<file path="src/rtl/alu_arbiter.sv">
// -----------------------------------------------------------------------------
// alu_arbiter
// Shares one external ALU between two requesters. Round-robin grant in IDLE,
// operands are registered on accept and held on the ALU ports for the whole
// EXEC phase, and the result is captured into a response register that is
// presented in RESP until the consumer takes it.
//
// Ports
//   clk, rst                    clock, asynchronous active-high reset
//   req{0,1}_valid/_ready       requester handshake (ready is combinational)
//   req{0,1}_in1/_in2/_ctrl     requester operands and function code
//   alu_in1/_in2/_ctrl          operands/function driven to the shared ALU
//   alu_result, alu_zero        ALU outputs
//   resp_valid/_ready           response handshake
//   resp_id/_result/_zero/_illegal  captured response fields
// -----------------------------------------------------------------------------
module alu_arbiter #(
  parameter int unsigned MUL_CYCLES = 2
) (
  input  logic        clk,
  input  logic        rst,
  input  logic        req0_valid,
  output logic        req0_ready,
  input  logic [31:0] req0_in1,
  input  logic [31:0] req0_in2,
  input  logic [3:0]  req0_ctrl,
  input  logic        req1_valid,
  output logic        req1_ready,
  input  logic [31:0] req1_in1,
  input  logic [31:0] req1_in2,
  input  logic [3:0]  req1_ctrl,
  output logic [31:0] alu_in1,
  output logic [31:0] alu_in2,
  output logic [3:0]  alu_ctrl,
  input  logic [31:0] alu_result,
  input  logic        alu_zero,
  output logic        resp_valid,
  input  logic        resp_ready,
  output logic        resp_id,
  output logic [31:0] resp_result,
  output logic        resp_zero,
  output logic        resp_illegal
);

  localparam logic [3:0] CTRL_MUL = 4'b0110;
  localparam logic [3:0] MUL_CNT  = 4'(MUL_CYCLES);

  typedef enum logic [1:0] {
    IDLE = 2'd0,
    EXEC = 2'd1,
    RESP = 2'd2
  } state_t;

  // Function codes 1010..1111 have no ALU operation behind them.
  function automatic logic is_illegal(input logic [3:0] code);
    return (code >= 4'b1010);
  endfunction

  state_t      state_q, state_d;
  logic        last_grant_q, last_grant_d;
  logic [3:0]  cnt_q, cnt_d;
  logic [31:0] in1_q, in1_d;
  logic [31:0] in2_q, in2_d;
  logic [3:0]  ctrl_q, ctrl_d;
  logic        id_q, id_d;
  logic        resp_id_q, resp_id_d;
  logic [31:0] resp_result_q, resp_result_d;
  logic        resp_zero_q, resp_zero_d;
  logic        resp_illegal_q, resp_illegal_d;

  logic        grant_s;
  logic        accept_s;
  logic [3:0]  sel_ctrl_s;

  // Round-robin pick: on contention the requester that did not win last time.
  always_comb begin
    grant_s = 1'b0;
    if (req0_valid && req1_valid) begin
      grant_s = ~last_grant_q;
    end else if (req1_valid) begin
      grant_s = 1'b1;
    end else begin
      grant_s = 1'b0;
    end
  end

  // Ready is only offered in IDLE, to the granted requester, and never in reset.
  always_comb begin
    req0_ready = 1'b0;
    req1_ready = 1'b0;
    if (!rst && (state_q == IDLE)) begin
      req0_ready = req0_valid && !grant_s;
      req1_ready = req1_valid && grant_s;
    end else begin
      req0_ready = 1'b0;
      req1_ready = 1'b0;
    end
  end

  assign accept_s   = req0_ready | req1_ready;
  assign sel_ctrl_s = grant_s ? req1_ctrl : req0_ctrl;

  // Next-state and datapath update for the IDLE/EXEC/RESP sequence.
  always_comb begin
    state_d        = state_q;
    last_grant_d   = last_grant_q;
    cnt_d          = cnt_q;
    in1_d          = in1_q;
    in2_d          = in2_q;
    ctrl_d         = ctrl_q;
    id_d           = id_q;
    resp_id_d      = resp_id_q;
    resp_result_d  = resp_result_q;
    resp_zero_d    = resp_zero_q;
    resp_illegal_d = resp_illegal_q;

    case (state_q)
      IDLE: begin
        if (accept_s) begin
          in1_d        = grant_s ? req1_in1 : req0_in1;
          in2_d        = grant_s ? req1_in2 : req0_in2;
          ctrl_d       = sel_ctrl_s;
          id_d         = grant_s;
          last_grant_d = grant_s;
          cnt_d        = (sel_ctrl_s == CTRL_MUL) ? MUL_CNT : 4'd1;
          state_d      = EXEC;
        end else begin
          state_d = IDLE;
        end
      end
      EXEC: begin
        if (cnt_q == 4'd1) begin
          // Last EXEC cycle: the ALU has seen stable operands long enough.
          resp_id_d = id_q;
          if (is_illegal(ctrl_q)) begin
            resp_result_d  = 32'd0;
            resp_zero_d    = 1'b1;
            resp_illegal_d = 1'b1;
          end else begin
            resp_result_d  = alu_result;
            resp_zero_d    = alu_zero;
            resp_illegal_d = 1'b0;
          end
          cnt_d   = 4'd0;
          state_d = RESP;
        end else begin
          cnt_d   = cnt_q - 4'd1;
          state_d = EXEC;
        end
      end
      RESP: begin
        if (resp_ready) begin
          state_d = IDLE;
        end else begin
          state_d = RESP;
        end
      end
      default: begin
        state_d = IDLE;
      end
    endcase
  end

  // State and datapath registers; last_grant resets to 1 so requester 0 wins first.
  always_ff @(posedge clk or posedge rst) begin
    if (rst) begin
      state_q        <= IDLE;
      last_grant_q   <= 1'b1;
      cnt_q          <= 4'd0;
      in1_q          <= 32'd0;
      in2_q          <= 32'd0;
      ctrl_q         <= 4'd0;
      id_q           <= 1'b0;
      resp_id_q      <= 1'b0;
      resp_result_q  <= 32'd0;
      resp_zero_q    <= 1'b0;
      resp_illegal_q <= 1'b0;
    end else begin
      state_q        <= state_d;
      last_grant_q   <= last_grant_d;
      cnt_q          <= cnt_d;
      in1_q          <= in1_d;
      in2_q          <= in2_d;
      ctrl_q         <= ctrl_d;
      id_q           <= id_d;
      resp_id_q      <= resp_id_d;
      resp_result_q  <= resp_result_d;
      resp_zero_q    <= resp_zero_d;
      resp_illegal_q <= resp_illegal_d;
    end
  end

  assign alu_in1      = in1_q;
  assign alu_in2      = in2_q;
  assign alu_ctrl     = ctrl_q;
  assign resp_valid   = (state_q == RESP);
  assign resp_id      = resp_id_q;
  assign resp_result  = resp_result_q;
  assign resp_zero    = resp_zero_q;
  assign resp_illegal = resp_illegal_q;

endmodule

</file>
<file path="config.mk">
export PLATFORM = sky130hd
export DESIGN_NAME = alu_arbiter
export DESIGN_NICKNAME = d
export VERILOG_FILES = /design/src/rtl/alu_arbiter.sv
export SDC_FILE = /design/constraint.sdc
export NUM_CORES = 1
export LEC_CHECK = 0
export BUFFER_PORTS_ARGS = -buffer_cell sky130_fd_sc_hd__buf_4
export CORE_MARGIN = 3
export CORE_UTILIZATION = 44
export CTS_CLUSTER_SIZE = 16
export DETAILED_ROUTE_END_ITERATION = 10
export MAX_ROUTING_LAYER = met4
export PLACE_DENSITY = 0.91
export SKIP_CTS_REPAIR_TIMING = 1
export SLEW_MARGIN = 10
export SYNTH_ARGS = -nofsm -noshare
export SYNTH_HDL_FRONTEND = slang
export SYNTH_SLANG_ARGS = --single-unit
</file>
<file path="constraint.sdc">
create_clock -name clk -period 3.9 [get_ports clk]
set_input_delay 0.39 -clock clk [delete_from_list [all_inputs] [get_ports clk]]
set_output_delay 0.39 -clock clk [all_outputs]
set_load 0.02 [all_outputs]
</file>
# Word-level counts from Yosys, hierarchy flattened
# Index checks and enable logic that the tools add are counted.
# classes
add_sub_neg,1
magnitude_cmp,1
eq_ne,5
mux,18
bitwise_logic,2
reduce_logical,11
# ops
op,n
2-to-1 mux 32 bit,3
2-to-1 mux 4 bit,3
one-hot mux 4 bit (2 select lines),1
2-to-1 mux 1 bit,7
2-to-1 mux 2 bit,3
one-hot mux 2 bit (3 select lines),1
AND reduction 2 bit,3
== test 4 x 1 -> 1 bit (second input constant),1
== test 4 x 3 -> 1 bit (second input constant),1
>= comparator 4 bit (second input constant),1
logical AND 1 bit,4
subtractor 4 x 1 -> 4 bit (second input constant),1
== test 2 x 1 -> 1 bit (second input constant),1
== test 2 bit (second input constant),1
zero test 1 bit,2
zero test 2 bit,1
inequality test 2 bit (second input constant),1
nonzero test 2 bit,1
NOT 1 bit,1
OR 1 bit,1
# word_totals
ff_bits,111
input_bits,174
out_inout_bits,106
wordCells,49

# Depth between registers and ports, before layout
# Gate-level depths: netlist (run 1).
# depth
ltp_word,8
mapped_depth,8
ltp_nobuf,6

# Worst setup path after synthesis (run 1)
# Ideal clock, no wire load.
# synth_timing
path_type,register to register
from,register cnt_q[1]
to,"register resp_result_q[10], in the netlist resp_result[10]"
setup_ns,0.121
t_arrival_ns,1.694
required_ns,3.779
path_slack_ns,2.085
stages_incl_launch_ff,8
n_path_buf,2
synth_period_minus_slack_ns,1.815
cell_sequence,dfrtp_1 inv_1 ha_1 or3b_1 or2_1 buf_6 buf_6 a22o_1
# synth_between
elab_chain_cells,2
# synth_rtl
item,line,source
start: declaration,61,"logic [3:0] cnt_q, cnt_d;"
start signal: assignment,181,cnt_q <= cnt_d;
== test 4 x 1 -> 1 bit,132,if (cnt_q == 4'd1) begin
AND reduction 2 bit (no source line),--,
end signal: assignment,187,resp_result_q <= resp_result_d;
end: declaration,67,"logic [31:0] resp_result_q, resp_result_d;"
# Every way passes these cells.
# A chain may end at the register's enable or synchronous reset.

# Final worst setup path (run 1)
# layout_timing
from,register cnt_q[1]
to,"register resp_result_q[9], in the netlist resp_result[9]"
# Same word-level chain as after synthesis.

==> key figures, run 1 <==
Outcome
  – Status: finished clean

CTS
  – Total CTS buffers: 9
  – CTS tree: yes
  – CTS root buffer: clkbuf_8
  – Clk pin slew, worst setup/hold paths: 0.10 ns
  – Longest Clk Path Bufs: 2
  – Num Clock Sinks: 111
  – H-tree Lvls: 3
  – Later-pin clock latency in the skew report: 0.36 ns

Finish
  – Non-Filler Instances: 835
  – Final #Nets: 870
  – Finished Cell Area: 7150 um^2
  – ANT cells: 0
  – P&R area growth vs syn: 48.2%
  – Commonest non-fill, non-tap cell in the layout: buf_4
  – Share of layout cells above drive strength 1: 0.435
  – Final Core Density: 0.681
  – Filler cell count: 796
  – Commonest cells after routing, fill and taps aside: 285 x buf_4, 110 x dfrtp_1, 72 x nor2_1, 72 x a21oi_1, 68 x mux2i_1

Logic synthesis
  – Post-synth cell types: 37
  – #FFs+latches synth: 111
  – Mapped Avg Cell Area: 11.2 um^2
  – Synth warn: 0
  – XOR/XNOR Fraction of Synth Area: 0
  – Mapped Area: 4830 um^2
  – Compound-Gate Fraction of Synth Area: 0.147
  – Simple-gate portion of the synthesized area: 0.0853
  – Post-synthesis adder-cell area fraction: 0.00519
  – Post-Syn Nets: 605
  – Cells taking the most area after synthesis: dfrtp_1 57%, mux2i_1 14%, a21oi_1 7.5%, a22o_1 5.8%, nor2_1 5.6%
  – Multiplexer area fraction after synthesis: 0.143
  – Synth Instances: 429
  – Largest family of logic cells by synthesized area: compound AO/OA/AOI/OAI gates
  – Area leader, netlist: dfrtp_1
  – Yosys top cell area share: 0.570
  – Seq/Total Area, Yosys: 0.576

Route
  – Wire length per cell: 17.2 um
  – Final ANT Viol Nets: 0
  – Vias/cell: 5.18
  – DRT iter0 DRCs: 313
  – Vias post-DR: 4323
  – DRC: 0
  – TritonRoute pass-1 iters: 4
  – Total Wirelength: 14300 um

GRT
  – Initial antenna violation count: 0
  – Largest net degree at the start of global routing: 85
  – GRT Util Overall: 0.239
  – Congestion Overflow GR: 0
  – Vias in the first global route: 4509
  – First-pass GRT wire length: 22800 um

Timing
  – Final Setup Violations: 0
  – Setup_tns: 0 ns
  – WHS: 0.225 ns
  – Final period util: 0.634
  – Worst slew pin tran: 0.994 ns
  – Worst slew margin: 0.337
  – Tmin final: 2.47 ns
  – Slew Viols, Final: 0
  – Max Fclk: 405 MHz
  – Clock Skew: 0.0153 ns
  – Final hold viol count: 0
  – RSZ-0062 raised after global routing: no

Power
  – Pint: 3.12 mW
  – Leakage: 3.56 nW
  – Sw Ratio: 0.409
  – Seq pwr share: 0.375
  – Pwr/cell area: 738 nW/um^2
  – Maximum vdd drop: 0.422 mV
  – Clk pwr share: 0.125
  – Logic pwr share: 0.499
  – Switching power: 2.16 mW

Placement
  – Detailed Place HPWL: 11200 um
  – Routability cong.: 0.908
  – IO Port Bufs: 279
  – Placed cell areas: 6970 um^2
  – Placed insts: 819

Worst hold path
  – Hold Crit Class: primary input to register
  – Hold depth: 2

Setup path
  – CP Launch Type: register
  – CP arrival: 2.77 ns
  – Worst-path fanout max: 38
  – Setup CP Type: register to register
  – Reg2Reg Depth: 7
  – Critical path data required time: 4.20 ns
  – Critical Path Sink Type: register

Die
  – Die height: 111 um
  – Initial Util: 0.459
  – I/O pin cnt: 280
  – Die width: 111 um
  – Std-Cell Rows: 37
  – Total core area: 10500 um^2
  – DIE AREA: 12300 um^2

Run
  – MaxCap Viol Count: 0
## power groups by stage
stage	registers [mW]	logic [mW]	clock network (mW)
after floorplan	2.52	0.973	0
after global placement	1.97	2.55	0
after detailed placement	2.00	2.65	0
after CTS	1.98	2.66	0.678
after global routing	2.04	2.84	0.730
final	1.98	2.64	0.662
## worst max-delay path, stage by stage, from the launching register on
cell and delay, ns:
dfrtp_1 0.41, inv_1 0.09, ha_1 0.16, or3b_1 0.39, or2_1 0.22, buf_4 0.26, nor2_4 0.63, a22o_1 0.24
## Yosys cell counts
master,n
nor2_4,1
nand4_1,1
or2_1,1
ha_1,2
o22ai_1,1
dfrtp_1,110
o21ai_0,2
nor2b_1,1
buf_4,3
nand3_1,1
clkbuf_1,2
buf_6,4
nor3_2,1
inv_1,6
a21oi_1,72
nor4_1,1
a211o_1,1
a22o_1,32
dfstp_2,1
nand2b_1,3
or2_0,1
or3b_1,1
buf_2,22
o21a_1,1
or4_1,1
and3_1,1
nor3_1,1
nand2_1,5
mux2i_1,68
a31oi_1,2
mux2_1,1
and2_1,2
a21boi_1,1
or3_1,1
a21o_1,1
o21ai_1,2
nor2_1,72
## metal layers
layer | vias to the layer above | wire, um | GRT usage
met3 | 18 | 985 | 0.0666
met4 | 0 | 246 | 0.0722
met1 | 2076 | 5310 | 0.259
li1 | 2036 | - | -
met5 | - | 0 | -
met2 | 193 | 7800 | 0.426
## cell type report
class	count	area, um^2	share of cell area
sequential	111	2780	0.389
tap	136	170	0.0238
inverter	6	25.0	0.00350
multi-input combinational	281	1850	0.259
timing repair buffer	285	2140	0.299
clock buffer	12	135	0.0189
clock inverter	4	50.0	0.00700
## flip-flops by register name, summed over array words and instances (netlist names)
register / flops
alu_in1: 32
alu_in2: 32
resp_result: 32
alu_ctrl: 4
cnt_q: 4
state_q: 2
id_q: 1
last_grant_q: 1
resp_id: 1
resp_illegal: 1
resp_zero: 1
## stage by stage
stage | setup WS, ns | power [mW]
final | 1.43 | 5.28
after global routing | 1.27 | 5.62
after CTS | 1.46 | 5.32
after detailed placement | 1.48 | 4.65
after global placement | 1.63 | 4.52
after floorplan | 0.581 | 3.49
## final timing paths
check / to / startpoint / slack, ns
setup / recovery: resp_result[9]$_DFFE_PP0N_ / cnt_q[1]$_DFFE_PP0P_ / 1.43
hold / removal: last_grant_q$_DFFE_PP1P_ / req0_valid / 0.22
setup reg to reg: resp_result[9]$_DFFE_PP0N_ / cnt_q[1]$_DFFE_PP0P_ / 1.43
hold reg to reg: id_q$_DFFE_PP0P_ / id_q$_DFFE_PP0P_ / 0.50
max in group asynchronous: alu_in1[23]$_DFFE_PP0P_ / rst / 2.65
min in group asynchronous: alu_in1[19]$_DFFE_PP0P_ / rst / 0.28
## cell families after synthesis
logic type      after synthesis
compound gates              115
fa+ha+maj                     2
buf+inv                      37
flops                       111
mux                          69
simple gates                 95
(Power assumes the default switching activity.)
==> run 2: changes to the inputs <==
==> constraint.sdc (replaced) <==
create_clock -name clk -period 2.4 [get_ports clk]
set_input_delay 0.24 -clock clk [delete_from_list [all_inputs] [get_ports clk]]
set_output_delay 0.24 -clock clk [all_outputs]
set_load 0.02 [all_outputs]
==> key figures, run 2 (synthesis results as in run 1) <==
Timing
  – Max Fclk: 454 MHz (+12%)
  – Final Setup Violations: 0 (unchanged)
  – Slew Viols, Final: 0 (unchanged)
  – RSZ-0062 raised after global routing: no
  – Clock Skew: 0.00744 ns (-0.00785 ns)
  – Tmin final: 2.20 ns (-0.267 ns)
  – WHS: 0.0529 ns (-0.172 ns)
  – Setup WS post-layout: 0.197 ns (-1.23 ns)
  – Worst slew pin tran: 0.611 ns (-0.383 ns)
  – Final period util: 0.918 (+0.285)
  – Final hold viol count: 0 (unchanged)
  – Setup_tns: 0 ns (unchanged)
  – Worst slew margin: 0.592 (+0.255)

Route
  – DRC: 0 (unchanged)
  – Vias post-DR: 4343 (+0.46%)
  – DRT iter0 DRCs: 259 (-17%)
  – Final ANT Viol Nets: 0 (unchanged)
  – Total Wirelength: 13700 um (-4.2%)
  – TritonRoute pass-1 iters: 5 (+1)
  – Vias/cell: 5.19 (+0.22%)
  – Wire length per cell: 16.4 um (-4.4%)

GRT
  – Initial antenna violation count: 0 (unchanged)
  – Vias in the first global route: 4466 (-0.95%)
  – Largest net degree at the start of global routing: 76 (-11%)
  – Congestion Overflow GR: 0 (unchanged)
  – GRT Util Overall: 0.225 (-0.0134)
  – First-pass GRT wire length: 22000 um (-3.8%)

Setup path
  – CP startpoint: cnt_q[1]$_DFFE_PP0P_
  – Crit path cell chain: inv_1 > ha_1 > or3b_1 > or2_1 > nor2_4 > buf_4 > a22o_1
  – CP arrival: 2.50 ns (-0.27 ns)
  – Critical Path Sink Type: register
  – Slowest-stage cell, CP: dfrtp_1
  – R2R Path Start: cnt_q[1]$_DFFE_PP0P_
  – Reg2Reg Depth: 7 (unchanged)
  – R2r endpoint: resp_result[0]$_DFFE_PP0N_
  – Worst-path fanout max: 33 (-13%)
  – Critical path's largest stage delay: 0.41 ns (-0.22 ns)
  – Critical path data required time: 2.70 ns (-1.50 ns)
  – Setup CP Type: register to register
  – R2R setup slack: 0.20 ns (-1.23 ns)
  – CP Launch Type: register
  – Worst Setup EP: resp_result[0]$_DFFE_PP0N_

Worst hold path
  – Hold Crit Class: primary input to register

Outcome
  – Status: finished clean

Finish
  – Share of layout cells above drive strength 1: 0.439 (+0.00447)
  – Final #Nets: 872 (+0.23%)
  – Commonest cells after routing, fill and taps aside: 283 x buf_4, 110 x dfrtp_1, 72 x nor2_1, 72 x a21oi_1, 68 x mux2i_1
  – Commonest non-fill, non-tap cell in the layout: buf_4
  – ANT cells: 0 (unchanged)
  – P&R area growth vs syn: 50.2%

CTS
  – Later-pin clock latency in the skew report: 0.36 ns (about the same)
  – CTS tree: yes
  – CTS root buffer: clkbuf_8
  – Clk pin slew, worst setup/hold paths: 0.10 ns (about the same)
  – Longest Clk Path Bufs: 2 (unchanged)
  – H-tree Lvls: 3 (unchanged)
  – Total CTS buffers: 9 (unchanged)
  – Num Clock Sinks: 111 (unchanged)

Power
  – Leakage: 3.60 nW (+1.0%)
  – Pwr/cell area: 1210 nW/um^2 (+64%)
  – Maximum vdd drop: 0.595 mV (+41%)

Die
  – Initial Util: 0.459 (unchanged)
  – Std-Cell Rows: 37 (unchanged)
  – I/O pin cnt: 280 (unchanged)
  – Total core area: 10500 um^2 (unchanged)
  – Die width: 111 um (unchanged)
  – Die height: 111 um (unchanged)
  – DIE AREA: 12300 um^2 (unchanged)

Placement
  – Detailed Place HPWL: 10700 um (-3.9%)
  – Post-place setup slack: 0.232 ns (-1.25 ns)
  – IO Port Bufs: 279 (unchanged)
  – Routability cong.: 0.893 (-1.7%)

Run
  – MaxCap Viol Count: 0 (unchanged)
run 2: changes by cell type in the layout (fill, tap and decap cells not counted), moves of 2 or more:
cell      change
inv_6         +3
buf_12        +3
buf_4         -2
clkbuf_1      -3
run 2: how the worst min path moves through the flow:
stage	from	end	slack, ns	cells past startpoint
after floorplan	req0_valid	last_grant_q$_DFFE_PP1P_	0.30	1
after global placement	rst	state_q[1]$_DFF_PP0_	0.36	2
after detailed placement	rst	state_q[1]$_DFF_PP0_	0.37	2
after CTS	rst	alu_in1[18]$_DFFE_PP0P_	-0.04	2
after global routing	resp_ready	state_q[1]$_DFF_PP0_	0.03	2
final	resp_ready	state_q[1]$_DFF_PP0_	0.05	2
run 2: through the flow:
step	cells	total power [mW]	util	area, um^2
3_5_place_dp	820	7.58	0.667	7010
3_3_place_gp	820	7.38	0.667	7010
6_report	837	8.75	0.690	7250
4_1_cts	836	8.83	0.689	7240
2_1_floorplan	429	5.67	-	4830
5_1_grt	837	9.31	0.690	7250
run 2: cell type report:
cell class	count	area [um^2]
clock buffer	9	124
clock inverter	7	101
fill	781	3260
inverter	6	26.3
multi-input combinational	281	1850
sequential	111	2780
tap	136	170
timing repair buffer	287	2190
run 2: per-layer routing:
layer / wire [um] / vias to the layer above / GRT usage
met5: 0 / - / -
met4: 259 / 0 / 0.0706
met3: 897 / 22 / 0.0480
met2: 7140 / 198 / 0.389
met1: 5440 / 2084 / 0.264
li1: - / 2039 / -
run 2: critical path, delay by kind of cell, from the launching register on:
family / cells / cell delay [ns]
DFF: 1 / 0.41
and+or+nand+nor: 3 / 0.95
AOI/OAI and AO/OA: 1 / 0.20
buffers and inverters: 2 / 0.42
adders and majority gates: 1 / 0.16
run 2: where the power goes:
group          internal [mW]  switching [mW]
clock                  0.599           0.638
combinational           1.90            2.40
sequential              2.70           0.509
